File: src/rtl/sync_fifo_pkg.sv
// Shared constants and elaboration-time parameter checks for the synchronous FIFO.
package sync_fifo_pkg;

    localparam string RAM_DISTRIBUTED = "distributed";
    localparam string RAM_BLOCK       = "block";

    function automatic int count_width(input int depth);
        return $clog2(depth) + 1;
    endfunction

    function automatic bit depth_ok(input int depth);
        return (depth >= 2) && ((depth & (depth - 1)) == 0);
    endfunction

    function automatic bit almost_ok(input int val, input int depth);
        return (val >= 0) && (val < depth);
    endfunction

    function automatic bit ram_type_ok(input string ram_type);
        return (ram_type == RAM_DISTRIBUTED) || (ram_type == RAM_BLOCK);
    endfunction

endpackage

File: src/rtl/fifo_ram.sv
// Simple dual-port inferred RAM: one write port, one registered read port.
module fifo_ram #(
    parameter int    DATA_WIDTH = 8,
    parameter int    ADDR_WIDTH = 3,
    parameter string RAM_TYPE   = "block"
) (
    input  logic                  clk,
    input  logic                  rst,
    input  logic                  wr_en,
    input  logic [ADDR_WIDTH-1:0] wr_addr,
    input  logic [DATA_WIDTH-1:0] wr_data,
    input  logic                  rd_en,
    input  logic [ADDR_WIDTH-1:0] rd_addr,
    output logic [DATA_WIDTH-1:0] rd_data
);

    (* ram_style = RAM_TYPE *) logic [DATA_WIDTH-1:0] mem [2**ADDR_WIDTH];

    // Array is left unreset so it maps onto RAM primitives.
    always_ff @(posedge clk) begin
        if (wr_en) begin
            mem[wr_addr] <= wr_data;
        end
    end

    always_ff @(posedge clk or posedge rst) begin
        if (rst) begin
            rd_data <= '0;
        end else if (rd_en) begin
            rd_data <= mem[rd_addr];
        end
    end

endmodule

File: src/rtl/sync_fifo_core.sv
// Single-clock FIFO with registered read data and registered full/empty/almost flags.
module sync_fifo_core
    import sync_fifo_pkg::*;
#(
    parameter int    DATA_WIDTH       = 8,
    parameter int    FIFO_DEPTH       = 8,
    parameter int    ALMOST_FULL_VAL  = 2,
    parameter int    ALMOST_EMPTY_VAL = 2,
    parameter string RAM_TYPE         = "block"
) (
    input  logic                  i_clk,
    input  logic                  i_a_rst,
    input  logic                  i_wr_en,
    input  logic [DATA_WIDTH-1:0] i_wr_data,
    output logic                  o_almost_full,
    output logic                  o_full,
    input  logic                  i_rd_en,
    output logic [DATA_WIDTH-1:0] o_rd_data,
    output logic                  o_almost_empty,
    output logic                  o_empty,
    output logic                  o_rd_valid
);

    localparam int ADDR_WIDTH  = $clog2(FIFO_DEPTH);
    localparam int COUNT_WIDTH = count_width(FIFO_DEPTH);

    localparam logic [COUNT_WIDTH-1:0] DEPTH_C   = COUNT_WIDTH'(FIFO_DEPTH);
    localparam logic [COUNT_WIDTH-1:0] AF_THRESH = COUNT_WIDTH'(FIFO_DEPTH - ALMOST_FULL_VAL);
    localparam logic [COUNT_WIDTH-1:0] AE_THRESH = COUNT_WIDTH'(ALMOST_EMPTY_VAL);

    if (!depth_ok(FIFO_DEPTH)) begin : g_bad_depth
        $error("sync_fifo_core: FIFO_DEPTH must be a power of two and at least 2");
    end
    if (!almost_ok(ALMOST_FULL_VAL, FIFO_DEPTH) || !almost_ok(ALMOST_EMPTY_VAL, FIFO_DEPTH)) begin : g_bad_almost
        $error("sync_fifo_core: almost thresholds must lie in [0, FIFO_DEPTH)");
    end
    if (!ram_type_ok(RAM_TYPE)) begin : g_bad_ram_type
        $error("sync_fifo_core: RAM_TYPE must be \"distributed\" or \"block\"");
    end

    logic [ADDR_WIDTH-1:0]  wr_ptr;
    logic [ADDR_WIDTH-1:0]  rd_ptr;
    logic [COUNT_WIDTH-1:0] count;
    logic [COUNT_WIDTH-1:0] count_next;
    logic                   wr_acc;
    logic                   rd_acc;

    // Requests against a full/empty FIFO are silently dropped here.
    assign wr_acc = i_wr_en & ~o_full;
    assign rd_acc = i_rd_en & ~o_empty;

    always_comb begin
        count_next = count;
        if (wr_acc && !rd_acc) begin
            count_next = count + COUNT_WIDTH'(1);
        end else if (!wr_acc && rd_acc) begin
            count_next = count - COUNT_WIDTH'(1);
        end
    end

    // Flags come from count_next so they line up with the pointer/data update.
    always_ff @(posedge i_clk or posedge i_a_rst) begin
        if (i_a_rst) begin
            wr_ptr         <= '0;
            rd_ptr         <= '0;
            count          <= '0;
            o_empty        <= 1'b1;
            o_almost_empty <= 1'b1;
            o_full         <= 1'b0;
            o_almost_full  <= 1'b0;
            o_rd_valid     <= 1'b0;
        end else begin
            if (wr_acc) begin
                wr_ptr <= wr_ptr + ADDR_WIDTH'(1);
            end
            if (rd_acc) begin
                rd_ptr <= rd_ptr + ADDR_WIDTH'(1);
            end
            count          <= count_next;
            o_empty        <= (count_next == '0);
            o_almost_empty <= (count_next <= AE_THRESH);
            o_full         <= (count_next == DEPTH_C);
            o_almost_full  <= (count_next >= AF_THRESH);
            o_rd_valid     <= rd_acc;
        end
    end

    fifo_ram #(
        .DATA_WIDTH (DATA_WIDTH),
        .ADDR_WIDTH (ADDR_WIDTH),
        .RAM_TYPE   (RAM_TYPE)
    ) u_ram (
        .clk     (i_clk),
        .rst     (i_a_rst),
        .wr_en   (wr_acc),
        .wr_addr (wr_ptr),
        .wr_data (i_wr_data),
        .rd_en   (rd_acc),
        .rd_addr (rd_ptr),
        .rd_data (o_rd_data)
    );

endmodule

File: config.mk
export PLATFORM = sky130hd
export DESIGN_NAME = sync_fifo_core
export DESIGN_NICKNAME = d
export VERILOG_FILES = /design/src/rtl/sync_fifo_pkg.sv /design/src/rtl/fifo_ram.sv /design/src/rtl/sync_fifo_core.sv
export SDC_FILE = /design/constraint.sdc
export NUM_CORES = 1
export LEC_CHECK = 0
export BUFFER_PORTS_ARGS = -buffer_cell sky130_fd_sc_hd__buf_2
export CORE_MARGIN = 10
export CORE_UTILIZATION = 44
export DETAILED_ROUTE_END_ITERATION = 8
export GPL_ROUTABILITY_DRIVEN = 1
export GPL_TIMING_DRIVEN = 0
export HOLD_SLACK_MARGIN = 0.1
export SLEW_MARGIN = 20
export SYNTH_ARGS = -nofsm -noshare
export SYNTH_HDL_FRONTEND = slang
export SYNTH_SLANG_ARGS = --single-unit
File: constraint.sdc
create_clock -name i_clk -period 2.54 [get_ports i_clk]
set_input_delay 0.254 -clock i_clk [delete_from_list [all_inputs] [get_ports i_clk]]
set_output_delay 0.254 -clock i_clk [all_outputs]
set_load 0.01 [all_outputs]
==> qor.csv, run 1 <==
metric;value;unit
outcome;finished, final reports clean;
synth.top_cell.area_share;55.0;%
antenna_left;0;
finalCritPeriodShare;85.1;%
grt_antenna_before_repair;0;
hold_viol;0;
drt_iter0_drc;124;
setup-violations-final;0;
hp-class;primary input to asynchronous set/reset pin;
synth-simple-area-share;7.30;%
clk_latency;0.34;ns
synth-edff-count;64;
cts_root_buffer;clkbuf_8;
synth_compound_area_share;3.61;%
fillers;655;
synthAdderAreaFrac;1.43;%
start_util;45.2;%
grt_pass1_vias;1886;
antennaDiodeCount;0;
drive_gt1_share;29.6;%
hpwl;4430;um
via_per_inst;5.26;
yosysUniqueCellTypes;32;
clk_pin_slew;0.09;ns
crit_path_start_kind;flop;
syn_nets;221;
synth_area_per_cell;17.1;um2
powerDensity;1100;nW/um2
wl_per_cell;18.9;um
postLayoutCoreUtil;51.2;%
synthXorXnorAreaFrac;1.25;%
synth_top_family_by_area;multiplexers;
rows;32;
die_h;109;um
num_vias;1837;
ys_seq_area_share;71.5;%
cts_made_buffers;9;
core;7730;um2
synthTopCellsByArea;edfxtp_1 55%, dfrtp_1 15%, mux4_2 10%, mux2i_1 2.3%, nand2_1 2.3%;
ios;25;
finalWeightedCongestion;0.778;
die_area;11900;um2
synthMuxAreaShare;12.6;%
async_flop_share;26.4;%
clock_sinks;87;
critical_path_required;2.50;ns
slew_viol_final;0;
grt_max_degree;24;
grt_pass1_wl;10400;um
dr.pass1.iters;4;
fin_nets;258;
yosysTopAreaCell;edfxtp_1;
peakVddDrop;385;uV
yosysWarnings;0;
h-tree-depth;3;
clock_path_buffers;2;
area_growth;13.2;%
crit_fanout;10;
crit_type;flop to flop;
grtUsageMet1;15.3;%
busiest_layer;met2;
cts_tree;done;
post_cts_buffers;0;
layout_min_cycle_time;2.16;ns
drv_cap;0;
synthTopCellsByCount;64 x edfxtp_1, 21 x dfrtp_1, 21 x nand2_1;
grt_use_total;11.9;%
max-slew-margin-rel;33.2;%
fmax;463;MHz
grt_remaining_overflow;0;
ys_seq_elements;87;
drc_errors;0;
met2_usage;19.0;%
synthesis.area;3500;um2
ctsResizeCount;0;
clock_skew;0.0126;ns
worst_pin_slew;0.998;ns
rsz0062_at_grt;false;
wl;6600;um
p_leak;1.47;nW
crit_arrival;2.12;ns
synth_most_common_cell;edfxtp_1;
synthCells;205;
met3_usage;3.95;%
hold_buffers;0;
synth_top_flop_cell;edfxtp_1;
die_w;109;um
port_buffers;24;
cp-end-kind;flop;
setup_tns;0;ns
## metal layers
layer / wire (um) / vias up
li1: - / 859
met1: 2980 / 923
met2: 3190 / 50
met3: 367 / 5
met4: 57 / 0
met5: 0 / -
## worst paths after layout
kind	start	endpoint	slack [ns]	depth (start not counted)
hold reg to reg	u_ram.rd_data[1]	u_ram.rd_data[1]	0.48	2
min in group i_clk	i_wr_data[0]	u_ram.mem[6][0]	0.17	1
max in group asynchronous	i_a_rst	u_ram.rd_data[4]	1.90	2
setup / recovery	o_full	u_ram.mem[6][4]	0.38	4
setup reg to reg	o_full	u_ram.mem[6][4]	0.38	4
hold / removal	i_a_rst	u_ram.rd_data[7]	0.09	2
## critical path, stage by stage, from the launching register on
cell     delay (ns)
dfrtp_1        0.39
nor2b_1        0.14
buf_6          0.15
or2b_1         0.30
nor2_1         0.79
## layout by cell type (no fill, tap or decap), drive strengths merged, types with 5 or more instances in the layout
| cell type | instances |
|---|---|
| and3 | 6 |
| nor2 | 7 |
| xnor2 | 5 |
| clkbuf | 12 |
| dfrtp | 21 |
| o21ai | 12 |
| buf | 34 |
| edfxtp | 64 |
| mux4 | 16 |
| nand2 | 21 |
| mux2i | 8 |
## kinds of logic (layout without fill, tap and decap cells)
group	count (synthesis)	count (layout)
flip-flops	87	87
AND/OR/NAND/NOR	51	51
multiplexers	24	24
AO/OA/AOI/OAI	20	20
buffers and inverters	14	56
XOR/XNOR	5	5
adder cells (fa/ha/maj)	4	4
## final cells by class
type | instances | area (um2) | share of cell area [%]
Buffer | 10 | 65.1 | 1.64
Clock buffer | 10 | 128 | 3.22
Clock inverter | 6 | 61.3 | 1.55
Inverter | 4 | 15.0 | 0.379
Multi-Input combinational cell | 104 | 926 | 23.4
Sequential cell | 87 | 2500 | 63.2
Tap cell | 102 | 128 | 3.22
Timing Repair Buffer | 26 | 135 | 3.41
## metrics by stage
step	worst slack, ns	hold slack (ns)	instance area (um2)	power, W	instances
floorplan	0.590	0.254	3500	0.00305	205
global placement	0.000580	0.462	3740	0.00346	331
detailed placement	0.341	0.473	3770	0.00350	333
CTS	0.325	0.109	3960	0.00441	349
global route	0.233	0.162	3960	0.00463	349
finish	0.379	0.0880	3960	0.00435	349
## registers in the layout, summed over array words and instances (netlist names)
register / count
count: 4
o_almost_empty: 1
o_almost_full: 1
o_empty: 1
o_full: 1
o_rd_valid: 1
rd_ptr: 3
u_ram.mem: 64
u_ram.rd_data: 8
wr_ptr: 3
## report_power, final
part           switching [W]  leakage (nW)  internal [W]  total [W]
clock               0.000463        0.0938      0.000451   0.000914
sequential          0.000166         0.856       0.00187    0.00204
combinational       0.000754         0.522      0.000649    0.00140
(Power assumes the default switching activity.)
==> inputs of run 2 (changes only) <==
Settings changed: CORE_ASPECT_RATIO from default to 1.75.
==> qor.csv, run 2 (synthesized netlist as in run 1, its figures left out) <==
metric;value;unit
fin_nets;258;
postLayoutCellArea;4040;um2
place_ws;0.411;ns
clock_skew;0.00601;ns
die_w;87.4;um
critical_path_required;2.49;ns
outcome;finished, final reports clean;
sequentialPowerShare;43.6;%
fillers;660;
path_cells;nor2b_1 > buf_6 > or2b_1 > nor2_1;
postLayoutCoreUtil;51.5;%
hp-class;primary input to asynchronous set/reset pin;
p_total;0.00469;W
crit_buf_inv;1;
num_vias;1841;
setup-violations-final;0;
drive_gt1_share;29.6;%
p_sw_share;30.3;%
grt_pass1_vias;1907;
crit_path_top_delay_cell;nor2_1;
start_util;44.5;%
slowest_delay;0.74;ns
grt_pass1_wl;10900;um
via_per_inst;5.46;
setup_tns;0;ns
crit_fanout;10;
drv_cap;0;
top_register;u_ram.mem;
hold_viol;0;
pwr-share-comb;29.8;%
final_cell_mix;64 x edfxtp_1, 28 x buf_2, 21 x nand2_1, 21 x dfrtp_1, 16 x mux4_2;
rows;43;
rsz0062_at_grt;false;
reg.largest.list;u_ram.mem: 64 flops, u_ram.rd_data: 8 flops, count: 4 flops;
grt_antenna_before_repair;0;
drc_errors;0;
max-slew-margin-rel;33.1;%
core;7860;um2
fmax;479;MHz
p_sw;0.00142;W
ctsResizeCount;0;
wl_per_cell;20.2;um
grt_use_total;12.4;%
finalCritPeriodShare;82.1;%
clk_pin_slew;0.06;ns
internal_power;0.00327;W
die_h;138;um
postPlaceCellArea;3750;um2
crit_family;simple AND/OR/NAND/NOR gates;
slew_viol_final;0;
crit_path_start_kind;flop;
antennaDiodeCount;0;
clk_latency;0.33;ns
clkPwrFrac;26.6;%
cts_made_buffers;9;
hold_buffers;0;
layout_min_cycle_time;2.09;ns
post_cts_buffers;0;
largest_reg_flops;64;
cts_tree;done;
cp-end-kind;flop;
grt_remaining_overflow;0;
layout_commonest_cell;edfxtp_1;
hpwl;4680;um
clock_path_buffers;2;
die_area;12100;um2
worst_pin_slew;1.00;ns
ios;25;
crit_type;flop to flop;
setup_slack;0.454;ns
antenna_left;0;
p_leak;1.52;nW
dr.pass1.iters;4;
h-tree-depth;3;
cts_root_buffer;clkbuf_16;
grt_max_degree;24;
peakVddDrop;455;uV
crit_arrival;2.04;ns
powerDensity;1160;nW/um2
wl;6820;um
finalWeightedCongestion;0.790;
port_buffers;24;
area_growth;15.6;%
drt_iter0_drc;172;
clock_sinks;87;
-- run 2: final cells by class --
class	instances	area [um2]	area share, %
plain buffers	10	65.1	1.61
clock buffers	13	272	6.72
well taps	90	113	2.79
inverters	4	15.0	0.371
clock inverters	3	17.5	0.433
flip-flops and latches	87	2500	61.8
repair buffers	26	135	3.34
multi-input cells	104	926	22.9
-- run 2: worst paths after layout --
path	startpoint	end	slack, ns	cells past startpoint
min in group i_clk	i_wr_data[4]	u_ram.mem[7][4]	0.19	1
max in group asynchronous	i_a_rst	o_full	1.79	2
worst max register to register	o_full	u_ram.mem[2][4]	0.45	4
worst max-delay path	o_full	u_ram.mem[2][4]	0.45	4
worst min-delay path	i_a_rst	u_ram.rd_data[0]	0.14	2
worst min register to register	u_ram.rd_data[3]	u_ram.rd_data[3]	0.47	2
-- run 2: worst register-to-register path, cell delays in order, from the launching register on --
cell,delay (ns)
dfrtp_1,0.38
nor2b_1,0.14
buf_6,0.16
or2b_1,0.30
nor2_1,0.74
-- run 2: per-layer routing --
| layer | part of all wire [%] | up-vias | GRT usage [%] | wire [um] |
|---|---|---|---|---|
| met2 | 53 | 41 | 20.4 | 3630 |
| met5 | 0 | - | 0 | 0 |
| li1 | - | 862 | - | - |
| met3 | 4.3 | 13 | 3.06 | 293 |
| met1 | 39 | 925 | 14.0 | 2690 |
| met4 | 3.0 | 0 | 7.65 | 206 |
-- run 2: power by group through the flow --
stage / logic [W] / registers, W / clock network [W]
finish: 0.00140 / 0.00205 / 0.00125
global route: 0.00155 / 0.00208 / 0.00134
CTS: 0.00144 / 0.00205 / 0.00128
detailed placement: 0.00144 / 0.00207 / 0
global placement: 0.00141 / 0.00206 / 0
floorplan: 0.000980 / 0.00207 / 0
-- run 2: stage by stage --
stage	cells	hold slack, ns
final	337	0.137
after global routing	337	0.196
after CTS	337	0.160
after detailed placement	321	0.466
after global placement	319	0.463
after floorplan	205	0.254
==> inputs of run 3 (changes only) <==
Clock period 2.54 ns to 1.8 ns, I/O delays scaled along.
==> qor.csv, run 3 (synthesized netlist as in run 1, its figures left out) <==
metric;value;unit
die_w;87.4;um
wl;7040;um
finalWeightedCongestion;0.843;
dp.cells;320;
rows;43;
crit_arrival;2.03;ns
grt_antenna_before_repair;0;
rr_startpoint;o_empty;
max-slew-margin-rel;41.9;%
clock_sinks;87;
rsz0062_at_grt;true;
setup_slack;-0.0186;ns
timing.hold.ws;0.111;ns
slew_viol_final;0;
crit_path_top_delay_cell;dfstp_2;
crit_path_start_kind;flop;
via_per_inst;5.59;
cts_made_buffers;9;
hold_path_end;u_ram.mem[3][2];
top_register;u_ram.mem;
drt_iter0_drc;117;
clock_skew;0.00425;ns
failed_checks;setup timing;
area_growth;20.7;%
fin_nets;266;
largest_reg_flops;64;
p_leak;1.57;nW
cts_root_buffer;clkbuf_16;
postLayoutCellArea;4220;um2
worst_pin_slew;0.871;ns
wl_per_cell;20.4;um
hpwl;4640;um
port_buffers;24;
cts_tree;done;
drv_cap;0;
start_util;44.5;%
cp-end-kind;flop;
antenna_left;0;
clk_pin_slew;0.06;ns
die_h;138;um
outcome;finished with violations;
ios;25;
postPlaceCellArea;3750;um2
grt_remaining_overflow;0;
fillers;663;
layout_min_cycle_time;1.82;ns
layout_commonest_cell;edfxtp_1;
num_vias;1929;
dr.pass1.iters;5;
hold_viol;0;
grt_use_total;12.6;%
whs_path_depth;1;
crit_type;flop to flop;
antennaDiodeCount;0;
hp-class;primary input to flop;
peakVddDrop;875;uV
powerDensity;1640;nW/um2
hp-start;i_wr_data[2];
fmax;550;MHz
ff2ff_path_depth;6;
grt_pass1_wl;11100;um
setup-violations-final;1;
core;7860;um2
r2r_setup_slack;-0.02;ns
setup_tns;-0.0186;ns
crit_fanout;3;
slowest_delay;0.52;ns
place_ws;-0.436;ns
reg.largest.list;u_ram.mem: 64 flops, u_ram.rd_data: 8 flops, count: 4 flops;
r2r-end;o_empty;
drive_gt1_share;36.1;%
h-tree-depth;3;
clock_path_buffers;2;
grt_pass1_vias;2029;
drc_errors;0;
final_cell_mix;64 x edfxtp_1, 26 x buf_2, 21 x nand2_1, 20 x dfrtp_1, 16 x mux4_2;
clk_latency;0.34;ns
finalCritPeriodShare;101;%
path_cells;nand2b_4 > inv_2 > buf_6 > and3_4 > or3_4 > a222oi_1;
critical_path_required;2.01;ns
grt_max_degree;24;
die_area;12100;um2
stdcell_count;345;
[run 3: metal layers]
metal / share of wire (%) / track usage, %
met5: 0 / 0
met2: 56 / 22.1
met3: 4.7 / 3.94
met1: 37 / 12.7
met4: 3.0 / 7.30
[run 3: worst max-delay path by stage]
stage,from,end,slack [ns],cells past startpoint
after floorplan,o_full,u_ram.mem[1][0],0.04,4
final,o_empty,o_empty,-0.02,6
after detailed placement,o_full,u_ram.mem[2][5],-0.44,4
after global routing,o_full,u_ram.mem[5][2],-0.09,4
after CTS,o_full,u_ram.mem[1][7],0.004,5
after global placement,o_full,u_ram.mem[1][3],-0.67,4
[run 3: final cells by class]
class | count | area, um2 | share of cell area (%)
clock inverter | 6 | 61.3 | 1.45
clock buffer | 10 | 229 | 5.43
multi-input combinational | 104 | 1000 | 23.8
tap | 90 | 113 | 2.67
inverter | 4 | 15.0 | 0.356
sequential | 87 | 2500 | 59.3
timing repair buffer | 34 | 213 | 5.04
buffer | 10 | 85.1 | 2.02
[run 3: critical path: cells and delay by family (launching register included)]
family                 cells  cell delay, ns
buffers and inverters      2            0.15
AO/OA/AOI/OAI              1            0.41
flip-flops                 1            0.52
AND/OR/NAND/NOR            3            0.61
[run 3: power breakdown]
group | internal (W) | switching, W
Clock | 0.00107 | 0.000723
Sequential | 0.00264 | 0.000255
Combinational | 0.00107 | 0.00118
[run 3: repair_timing]
| action | 4_1_cts | 5_1_grt |
|---|---|---|
| setup buffers | 6 | 1 |
| hold buffers | 2 | 0 |
| gates resized for setup | 18 | 10 |
| hold endpoints to repair | 29 | 0 |
| endpoints found under the setup margin | 69 | 26 |
| pin swaps | 4 | 4 |
[run 3: per-stage QoR]
step	total power (W)	util, %
6_report	0.00693	53.7
5_1_grt	0.00733	53.7
4_1_cts	0.00694	53.1
3_5_place_dp	0.00496	47.7
3_3_place_gp	0.00490	47.5
2_1_floorplan	0.00431	-
